**config.mk**
```make
export PLATFORM = sky130hd
export DESIGN_NAME = e203_exu_longp_wbck_arb_flat
export DESIGN_NICKNAME = d
export VERILOG_FILES = /design/src/rtl/e203_wbck_pkg.sv /design/src/rtl/e203_exu_longp_wbck_arb_if.sv /design/src/rtl/e203_rr_arb.sv /design/src/rtl/e203_exu_longp_wbck_arb.sv /design/src/flat_wrapper.sv
export SDC_FILE = /design/constraint.sdc
export NUM_CORES = 1
export LEC_CHECK = 0
export BUFFER_PORTS_ARGS = -buffer_cell sky130_fd_sc_hd__buf_2
export CELL_PAD_IN_SITES_DETAIL_PLACEMENT = 1
export CELL_PAD_IN_SITES_GLOBAL_PLACEMENT = 2
export CORE_MARGIN = 2
export CORE_UTILIZATION = 24
export CTS_BUF_LIST = sky130_fd_sc_hd__clkbuf_8 sky130_fd_sc_hd__clkbuf_16
export DETAILED_ROUTE_END_ITERATION = 10
export GPL_TIMING_DRIVEN = 0
export PLACE_DENSITY_LB_ADDON = 0.1
export SYNTH_ARGS = -nofsm -noshare
export SYNTH_HDL_FRONTEND = slang
export SYNTH_SLANG_ARGS = --single-unit
```
**constraint.sdc**
```tcl
create_clock -name clk -period 6.7 [get_ports clk]
set_input_delay 1.005 -clock clk [delete_from_list [all_inputs] [get_ports clk]]
set_output_delay 1.005 -clock clk [all_outputs]
set_load 0.01 [all_outputs]
```
**src/rtl/e203_wbck_pkg.sv**
```systemverilog
// Shared long-pipe write-back types: payload struct, flag width and requester indices.
package e203_wbck_pkg;

    localparam int unsigned FLAGS_W = 5;

    localparam int unsigned DEF_FLEN        = 32;
    localparam int unsigned DEF_RFIDX_W     = 5;
    localparam int unsigned DEF_THREADS_NUM = 1;

    localparam int unsigned LSU    = 0;
    localparam int unsigned MULDIV = 1;
    localparam int unsigned NICE   = 2;
    localparam int unsigned FPU    = 3;

    typedef struct packed {
        logic [DEF_FLEN-1:0]        wdat;
        logic [FLAGS_W-1:0]         flags;
        logic [DEF_RFIDX_W-1:0]     rdidx;
        logic                       rdfpu;
        logic [DEF_THREADS_NUM-1:0] thread_sel;
    } wbck_pld_t;

    function automatic int unsigned rr_next(int unsigned idx, int unsigned n);
        return (idx + 1) % n;
    endfunction

endpackage

```
**src/rtl/e203_exu_longp_wbck_arb_if.sv**
```systemverilog
// Requester-side and write-back-side signals of the long-pipe write-back arbiter.
interface e203_exu_longp_wbck_arb_if #(
    parameter int unsigned REQ_NUM     = 4,
    parameter int unsigned THREADS_NUM = e203_wbck_pkg::DEF_THREADS_NUM,
    parameter int unsigned FLEN        = e203_wbck_pkg::DEF_FLEN,
    parameter int unsigned RFIDX_W     = e203_wbck_pkg::DEF_RFIDX_W
);
    localparam int unsigned FW    = e203_wbck_pkg::FLAGS_W;
    localparam int unsigned SRC_W = (REQ_NUM > 1) ? $clog2(REQ_NUM) : 1;

    logic [REQ_NUM-1:0]             req_valid;
    logic [REQ_NUM-1:0]             req_ready;
    logic [REQ_NUM*FLEN-1:0]        req_wdat;
    logic [REQ_NUM*FW-1:0]          req_flags;
    logic [REQ_NUM*RFIDX_W-1:0]     req_rdidx;
    logic [REQ_NUM-1:0]             req_rdfpu;
    logic [REQ_NUM*THREADS_NUM-1:0] req_thread_sel;

    logic                   o_valid;
    logic                   o_ready;
    logic [FLEN-1:0]        o_wdat;
    logic [FW-1:0]          o_flags;
    logic [RFIDX_W-1:0]     o_rdidx;
    logic                   o_rdfpu;
    logic [THREADS_NUM-1:0] o_thread_sel;
    logic [SRC_W-1:0]       o_src;

    modport slave (
        input  req_valid, req_wdat, req_flags, req_rdidx, req_rdfpu, req_thread_sel, o_ready,
        output req_ready, o_valid, o_wdat, o_flags, o_rdidx, o_rdfpu, o_thread_sel, o_src
    );

    modport master (
        output req_valid, req_wdat, req_flags, req_rdidx, req_rdfpu, req_thread_sel, o_ready,
        input  req_ready, o_valid, o_wdat, o_flags, o_rdidx, o_rdfpu, o_thread_sel, o_src
    );
endinterface

```
**src/rtl/e203_rr_arb.sv**
```systemverilog
// Round-robin grant: searches upward from ptr_i (wrapping) for the first set request.
module e203_rr_arb #(
    parameter int unsigned N     = 4,
    parameter int unsigned PTR_W = (N > 1) ? $clog2(N) : 1
) (
    input  logic [PTR_W-1:0] ptr_i,
    input  logic [N-1:0]     req_i,
    output logic [N-1:0]     gnt_o,
    output logic [PTR_W-1:0] idx_o,
    output logic             any_o
);
    int unsigned j;

    always_comb begin
        gnt_o = '0;
        idx_o = '0;
        any_o = 1'b0;
        j     = 0;
        for (int unsigned off = 0; off < N; off++) begin
            j = (32'(ptr_i) + off) % N;
            if (!any_o && req_i[j]) begin
                any_o    = 1'b1;
                gnt_o[j] = 1'b1;
                idx_o    = PTR_W'(j);
            end
        end
    end
endmodule

```
**src/rtl/e203_exu_longp_wbck_arb.sv**
```systemverilog
// Round-robin long-pipe write-back arbiter with a one-entry output register.
// Optional ALU-starvation yield guard enabled by E203_WBCK_ARB_STARVE_GUARD_EN.
module e203_exu_longp_wbck_arb
    import e203_wbck_pkg::*;
#(
    parameter int unsigned REQ_NUM      = 4,
    parameter int unsigned THREADS_NUM  = DEF_THREADS_NUM,
    parameter int unsigned FLEN         = DEF_FLEN,
    parameter int unsigned RFIDX_W      = DEF_RFIDX_W,
    parameter int unsigned STARVE_LIMIT = 8
) (
    input  logic                           clk,
    input  logic                           rst,
    input  logic                           alu_stall,
    e203_exu_longp_wbck_arb_if.slave       bus
);
    localparam int unsigned PTR_W = (REQ_NUM > 1) ? $clog2(REQ_NUM) : 1;

    logic               yield;
    logic               load;
    logic [REQ_NUM-1:0] gnt;
    logic [PTR_W-1:0]   win_idx;
    logic               win_any;
    wbck_pld_t          win_pld;

    logic               oreg_vld_q, oreg_vld_d;
    wbck_pld_t          pld_q, pld_d;
    logic [PTR_W-1:0]   src_q, src_d;
    logic [PTR_W-1:0]   ptr_q, ptr_d;

`ifdef E203_WBCK_ARB_STARVE_GUARD_EN
    logic [7:0] starve_cnt_q, starve_cnt_d;

    // The count holds prior stalled cycles; the current stalled cycle completes the run.
    assign yield = alu_stall & (starve_cnt_q == 8'(STARVE_LIMIT - 1));

    always_comb begin
        starve_cnt_d = starve_cnt_q + 8'd1;
        if (yield || !alu_stall) starve_cnt_d = '0;
    end

    always_ff @(posedge clk or posedge rst) begin
        if (rst) starve_cnt_q <= '0;
        else     starve_cnt_q <= starve_cnt_d;
    end
`else
    localparam int unsigned unused_starve_limit = STARVE_LIMIT;
    logic unused_alu_stall;
    assign unused_alu_stall = alu_stall;
    assign yield            = 1'b0;
`endif

    e203_rr_arb #(
        .N     (REQ_NUM),
        .PTR_W (PTR_W)
    ) u_rr_arb (
        .ptr_i (ptr_q),
        .req_i (bus.req_valid),
        .gnt_o (gnt),
        .idx_o (win_idx),
        .any_o (win_any)
    );

    assign bus.o_valid   = oreg_vld_q & ~yield;
    // Nothing is granted while reset is high, so un-granted entries stay with their owners.
    assign load          = (~oreg_vld_q | (bus.o_valid & bus.o_ready)) & ~yield & ~rst;
    assign bus.req_ready = {REQ_NUM{load}} & gnt;

    always_comb begin
        win_pld = '0;
        for (int unsigned i = 0; i < REQ_NUM; i++) begin
            if (gnt[i]) begin
                win_pld.wdat       = bus.req_wdat[i*FLEN +: FLEN];
                win_pld.flags      = bus.req_flags[i*FLAGS_W +: FLAGS_W];
                win_pld.rdidx      = bus.req_rdidx[i*RFIDX_W +: RFIDX_W];
                win_pld.rdfpu      = bus.req_rdfpu[i];
                win_pld.thread_sel = bus.req_thread_sel[i*THREADS_NUM +: THREADS_NUM];
            end
        end
    end

    always_comb begin
        oreg_vld_d = oreg_vld_q;
        pld_d      = pld_q;
        src_d      = src_q;
        ptr_d      = ptr_q;
        if (load) begin
            oreg_vld_d = win_any;
            if (win_any) begin
                pld_d = win_pld;
                src_d = win_idx;
                ptr_d = PTR_W'(rr_next(32'(win_idx), REQ_NUM));
            end
        end
    end

    always_ff @(posedge clk or posedge rst) begin
        if (rst) begin
            oreg_vld_q <= 1'b0;
            pld_q      <= '0;
            src_q      <= '0;
            ptr_q      <= '0;
        end else begin
            oreg_vld_q <= oreg_vld_d;
            pld_q      <= pld_d;
            src_q      <= src_d;
            ptr_q      <= ptr_d;
        end
    end

    assign bus.o_wdat       = pld_q.wdat;
    assign bus.o_flags      = pld_q.flags;
    assign bus.o_rdidx      = pld_q.rdidx;
    assign bus.o_rdfpu      = pld_q.rdfpu;
    assign bus.o_thread_sel = pld_q.thread_sel;
    assign bus.o_src        = src_q;
endmodule

```
**src/flat_wrapper.sv**
```systemverilog
// flat-port wrapper written by rule: the top's interface ports become plain ports
module e203_exu_longp_wbck_arb_flat import e203_wbck_pkg::*;
#(
    parameter int unsigned REQ_NUM      = 4,
    parameter int unsigned THREADS_NUM  = DEF_THREADS_NUM,
    parameter int unsigned FLEN         = DEF_FLEN,
    parameter int unsigned RFIDX_W      = DEF_RFIDX_W,
    parameter int unsigned STARVE_LIMIT = 8
)
  (clk, rst, alu_stall, bus_req_valid, bus_req_wdat, bus_req_flags, bus_req_rdidx, bus_req_rdfpu, bus_req_thread_sel, bus_o_ready, bus_req_ready, bus_o_valid, bus_o_wdat, bus_o_flags, bus_o_rdidx, bus_o_rdfpu, bus_o_thread_sel, bus_o_src);
  e203_exu_longp_wbck_arb_if #(.REQ_NUM(REQ_NUM), .THREADS_NUM(THREADS_NUM), .FLEN(FLEN), .RFIDX_W(RFIDX_W)) bus_i ();
  input  logic clk;
  input  logic rst;
  input  logic alu_stall;
  input wire logic [$bits(bus_i.req_valid)-1:0] bus_req_valid;
  input wire logic [$bits(bus_i.req_wdat)-1:0] bus_req_wdat;
  input wire logic [$bits(bus_i.req_flags)-1:0] bus_req_flags;
  input wire logic [$bits(bus_i.req_rdidx)-1:0] bus_req_rdidx;
  input wire logic [$bits(bus_i.req_rdfpu)-1:0] bus_req_rdfpu;
  input wire logic [$bits(bus_i.req_thread_sel)-1:0] bus_req_thread_sel;
  input wire logic [$bits(bus_i.o_ready)-1:0] bus_o_ready;
  output wire logic [$bits(bus_i.req_ready)-1:0] bus_req_ready;
  output wire logic [$bits(bus_i.o_valid)-1:0] bus_o_valid;
  output wire logic [$bits(bus_i.o_wdat)-1:0] bus_o_wdat;
  output wire logic [$bits(bus_i.o_flags)-1:0] bus_o_flags;
  output wire logic [$bits(bus_i.o_rdidx)-1:0] bus_o_rdidx;
  output wire logic [$bits(bus_i.o_rdfpu)-1:0] bus_o_rdfpu;
  output wire logic [$bits(bus_i.o_thread_sel)-1:0] bus_o_thread_sel;
  output wire logic [$bits(bus_i.o_src)-1:0] bus_o_src;
  assign bus_i.req_valid = bus_req_valid;
  assign bus_i.req_wdat = bus_req_wdat;
  assign bus_i.req_flags = bus_req_flags;
  assign bus_i.req_rdidx = bus_req_rdidx;
  assign bus_i.req_rdfpu = bus_req_rdfpu;
  assign bus_i.req_thread_sel = bus_req_thread_sel;
  assign bus_i.o_ready = bus_o_ready;
  assign bus_req_ready = bus_i.req_ready;
  assign bus_o_valid = bus_i.o_valid;
  assign bus_o_wdat = bus_i.o_wdat;
  assign bus_o_flags = bus_i.o_flags;
  assign bus_o_rdidx = bus_i.o_rdidx;
  assign bus_o_rdfpu = bus_i.o_rdfpu;
  assign bus_o_thread_sel = bus_i.o_thread_sel;
  assign bus_o_src = bus_i.o_src;
  e203_exu_longp_wbck_arb #(.REQ_NUM(REQ_NUM), .THREADS_NUM(THREADS_NUM), .FLEN(FLEN), .RFIDX_W(RFIDX_W), .STARVE_LIMIT(STARVE_LIMIT)) u_core (.clk(clk), .rst(rst), .alu_stall(alu_stall), .bus(bus_i));
endmodule
```
==> impl_metrics.ini <==
[global_routing]
first_pass_grt_wire_length_um = 25500
grt_use_total = 0.202
grt_start_max_net_pins = 36
grt-ovfl-total = 0
grt_pass1_vias = 4679
grt_antenna_before_repair = 0

[worst_setup_path]
critical_path_peak_fanout = 10
critical_path_arrival_ps = 3790
crit_path_end_kind = output pin
start_kind = register
critical_path_class = register to output pin
worst_ep_required_time_ps = 5690

[floorplan]
core_area_um2 = 14500
dieWidth_um = 126
fp.dieArea_um2 = 15900
num_io_pins = 235
fp-row-count = 44
die-height_um = 126
floorplan.initialDensity = 0.246

[power_and_ir_drop]
pwr_density_cell_nw_per_um2 = 479
maximum_ir_drop_on_the_vdd_rail_v = 0.000188
power.static_leakage_uw = 0.00238

[synth]
yosysSeqAreaShare = 0.342
synth_ff_type = sky130_fd_sc_hd__dfrtp_1
syn_nets = 597
yosys.area_share.simple = 0.224
synth-seq-cells = 49
dominant_combinational_cell_family_by_area_after_synthesis = compound AO/OA/AOI/OAI gates
synth-compound-area-share = 0.302
asyncSetResetFlopFracSynth = 1.00
number_of_warnings_printed_during_yosys_synthesis = 0
synthesis.area_um2 = 3580
synth_cells = 406
synth_enable_flop_cells = 0
synth-xor-area-share = 0.00245
post_synth.cell_area_avg_um2 = 8.82
synth.lib_cells_used.distinct = 47
synthMuxAreaShare = 0.0252
yosys.area_share.adder = 0.0245

[routing]
met3_wirelength_um = 1160
1st_pass_router_iterations = 4
detailedRoute.firstIterationViolations = 111
wirelength_um = 16300
vias_per_cell = 5.17
num_vias = 4304
route.layer.met1.wl_um = 6990
postRouteAntennaNets = 0
met2RoutedLength_um = 7930
drc = 0
detail_routed_net_length_per_standard_cell_um = 19.6
top_layer_used = met4

[sta]
clock.fmax_mhz = 209
finalSetupViolCount = 0
unrepaired_setup_endpoints_after_global_routing = no
count_of_pins_over_their_slew_limit = 0
worst_relative_slew_slack = 0.512
min_period_over_period = 0.716
max_slew.worst_pin.slew_ps = 725
timing_hold_violations_final = 0
fin_worst_skew_ps = 12.2
timing.hold.ws_ps = 507
fin_crit_ps = 4800
total_neg_setup_slack_ps = 0

[placement]
number_of_placed_cells_counting_well_taps = 824
place.gp.congestion = 0.809
numPortBuffers = 233
dpl_hpwl_um = 12600

[clocking]
cts_resized = 0
clk_path_buf_depth = 2
insertion_delay_ps = 310
clkSinkCount = 49
clock-root-buffer = sky130_fd_sc_hd__clkbuf_16
cts_setup_buffers = 0
numCtsBuffers = 5
cts-htree-levels = 2
clkTransAtPathRegs_ps = 60
cts_hold_buffers_added = 0
cts_tree = done

[status]
outcome = completed

[finish]
post_layout_net_count = 838
share_of_post_route_cells_with_drive_strength_above_1 = 0.440
most-common-layout-cells = sky130_fd_sc_hd__buf_2 (239), sky130_fd_sc_hd__nand2_1 (96), sky130_fd_sc_hd__dfrtp_1 (49)
finish.cell_count_without_fillers = 832
relative_area_change_from_synthesis_to_final_layout_pct = 43.5
num_antenna_cells = 0
mostFrequentLayoutCell = sky130_fd_sc_hd__buf_2
fillerInstances = 1789

[run]
max_cap_violations = 0

[worst_hold_path]
min_path_type = register to register
per-layer routing:
| metal | vias up | track usage |
|---|---|---|
| met5 | - | 0 |
| met4 | 0 | 0.0446 |
| met3 | 16 | 0.0544 |
| met2 | 168 | 0.354 |
| met1 | 2082 | 0.249 |
| li1 | 2038 | - |
state kept, by name, summed over array words and instances, names as in the netlist:
signal                   cells
u_core.bus.o_wdat           32
u_core.bus.o_flags           5
u_core.bus.o_rdidx           5
u_core.bus.o_src             2
u_core.ptr_q                 2
u_core.bus.o_rdfpu           1
u_core.bus.o_thread_sel      1
u_core.bus.o_valid           1
Yosys cell counts, types with 3 or more instances:
| cell | number | area (um^2) |
|---|---|---|
| sky130_fd_sc_hd__a21o_1 | 3 | 22.5 |
| sky130_fd_sc_hd__a21oi_1 | 3 | 15.0 |
| sky130_fd_sc_hd__a32oi_1 | 45 | 394 |
| sky130_fd_sc_hd__buf_2 | 6 | 30.0 |
| sky130_fd_sc_hd__buf_6 | 10 | 113 |
| sky130_fd_sc_hd__clkbuf_1 | 25 | 93.8 |
| sky130_fd_sc_hd__dfrtp_1 | 49 | 1230 |
| sky130_fd_sc_hd__ha_1 | 7 | 87.6 |
| sky130_fd_sc_hd__inv_1 | 10 | 37.5 |
| sky130_fd_sc_hd__mux4_2 | 3 | 67.6 |
| sky130_fd_sc_hd__nand2_1 | 96 | 360 |
| sky130_fd_sc_hd__nand3_1 | 44 | 220 |
| sky130_fd_sc_hd__nor2_1 | 6 | 22.5 |
| sky130_fd_sc_hd__nor2b_1 | 7 | 43.8 |
| sky130_fd_sc_hd__nor3_1 | 4 | 20.0 |
| sky130_fd_sc_hd__nor3b_1 | 5 | 37.5 |
| sky130_fd_sc_hd__o21ai_0 | 3 | 15.0 |
| sky130_fd_sc_hd__o21ai_1 | 4 | 20.0 |
| sky130_fd_sc_hd__o221ai_1 | 34 | 298 |
| sky130_fd_sc_hd__o221ai_2 | 11 | 165 |
report_power, final:
part / leakage (uW) / switching [uW] / internal [uW]
clock network: 0.0000724 / 126 / 136
logic: 0.00171 / 1060 / 602
registers: 0.000596 / 91.9 / 443
total: 0.00238 / 1280 / 1180
area by class of cell:
| cell class | count | area [um^2] | area share |
|---|---|---|---|
| Sequential cell | 49 | 1230 | 0.239 |
| Clock inverter | 3 | 15.0 | 0.00292 |
| Buffer | 42 | 244 | 0.0475 |
| Multi-Input combinational cell | 304 | 2070 | 0.403 |
| Tap cell | 184 | 230 | 0.0448 |
| Inverter | 11 | 41.3 | 0.00804 |
| Timing Repair Buffer | 234 | 1190 | 0.231 |
| Clock buffer | 5 | 125 | 0.0244 |
kinds of logic (layout without fill, tap and decap cells):
group,count (synthesis),after routing
simple gates,174,174
compound gates,117,117
buf+inv,53,295
mux,5,5
xor+xnor,1,1
fa+ha+maj,7,7
flops,49,49
worst max-delay path: stages (launching register included):
cell,delay (ps)
sky130_fd_sc_hd__dfrtp_1,460
sky130_fd_sc_hd__buf_6,160
sky130_fd_sc_hd__buf_2,220
sky130_fd_sc_hd__inv_2,100
sky130_fd_sc_hd__ha_1,330
sky130_fd_sc_hd__clkbuf_1,310
sky130_fd_sc_hd__nand3b_1,130
sky130_fd_sc_hd__a2111o_1,430
sky130_fd_sc_hd__nand2_2,170
sky130_fd_sc_hd__a221o_1,160
sky130_fd_sc_hd__buf_4,170
sky130_fd_sc_hd__clkbuf_1,450
sky130_fd_sc_hd__nor2b_1,230
sky130_fd_sc_hd__buf_2,150
final timing paths:
check / start / endpoint / cells after the start / slack [ps]
max in group asynchronous: rst / u_core.bus.o_src[1] / 3 / 5470
setup / recovery: u_core.ptr_q[0] / bus_req_ready[0] / 13 / 1900
setup reg to reg: u_core.ptr_q[0] / u_core.bus.o_wdat[17] / 12 / 2890
hold reg to reg: u_core.bus.o_src[1] / u_core.bus.o_src[1] / 2 / 510
min in group asynchronous: rst / u_core.bus.o_wdat[15] / 2 / 680
hold / removal: u_core.bus.o_src[1] / u_core.bus.o_src[1] / 2 / 510
metrics by stage:
step / power [uW] / worst slack [ps] / area, um^2 / util
3_5_place_dp: 2230 / 2210 / 5000 / 0.344
6_report: 2460 / 1900 / 5140 / 0.353
4_1_cts: 2500 / 1870 / 5140 / 0.353
2_1_floorplan: 1600 / 2840 / 3580 / -
3_3_place_gp: 2200 / 1390 / 4980 / 0.342
5_1_grt: 2670 / 1630 / 5140 / 0.353
(Power assumes the default switching activity.)
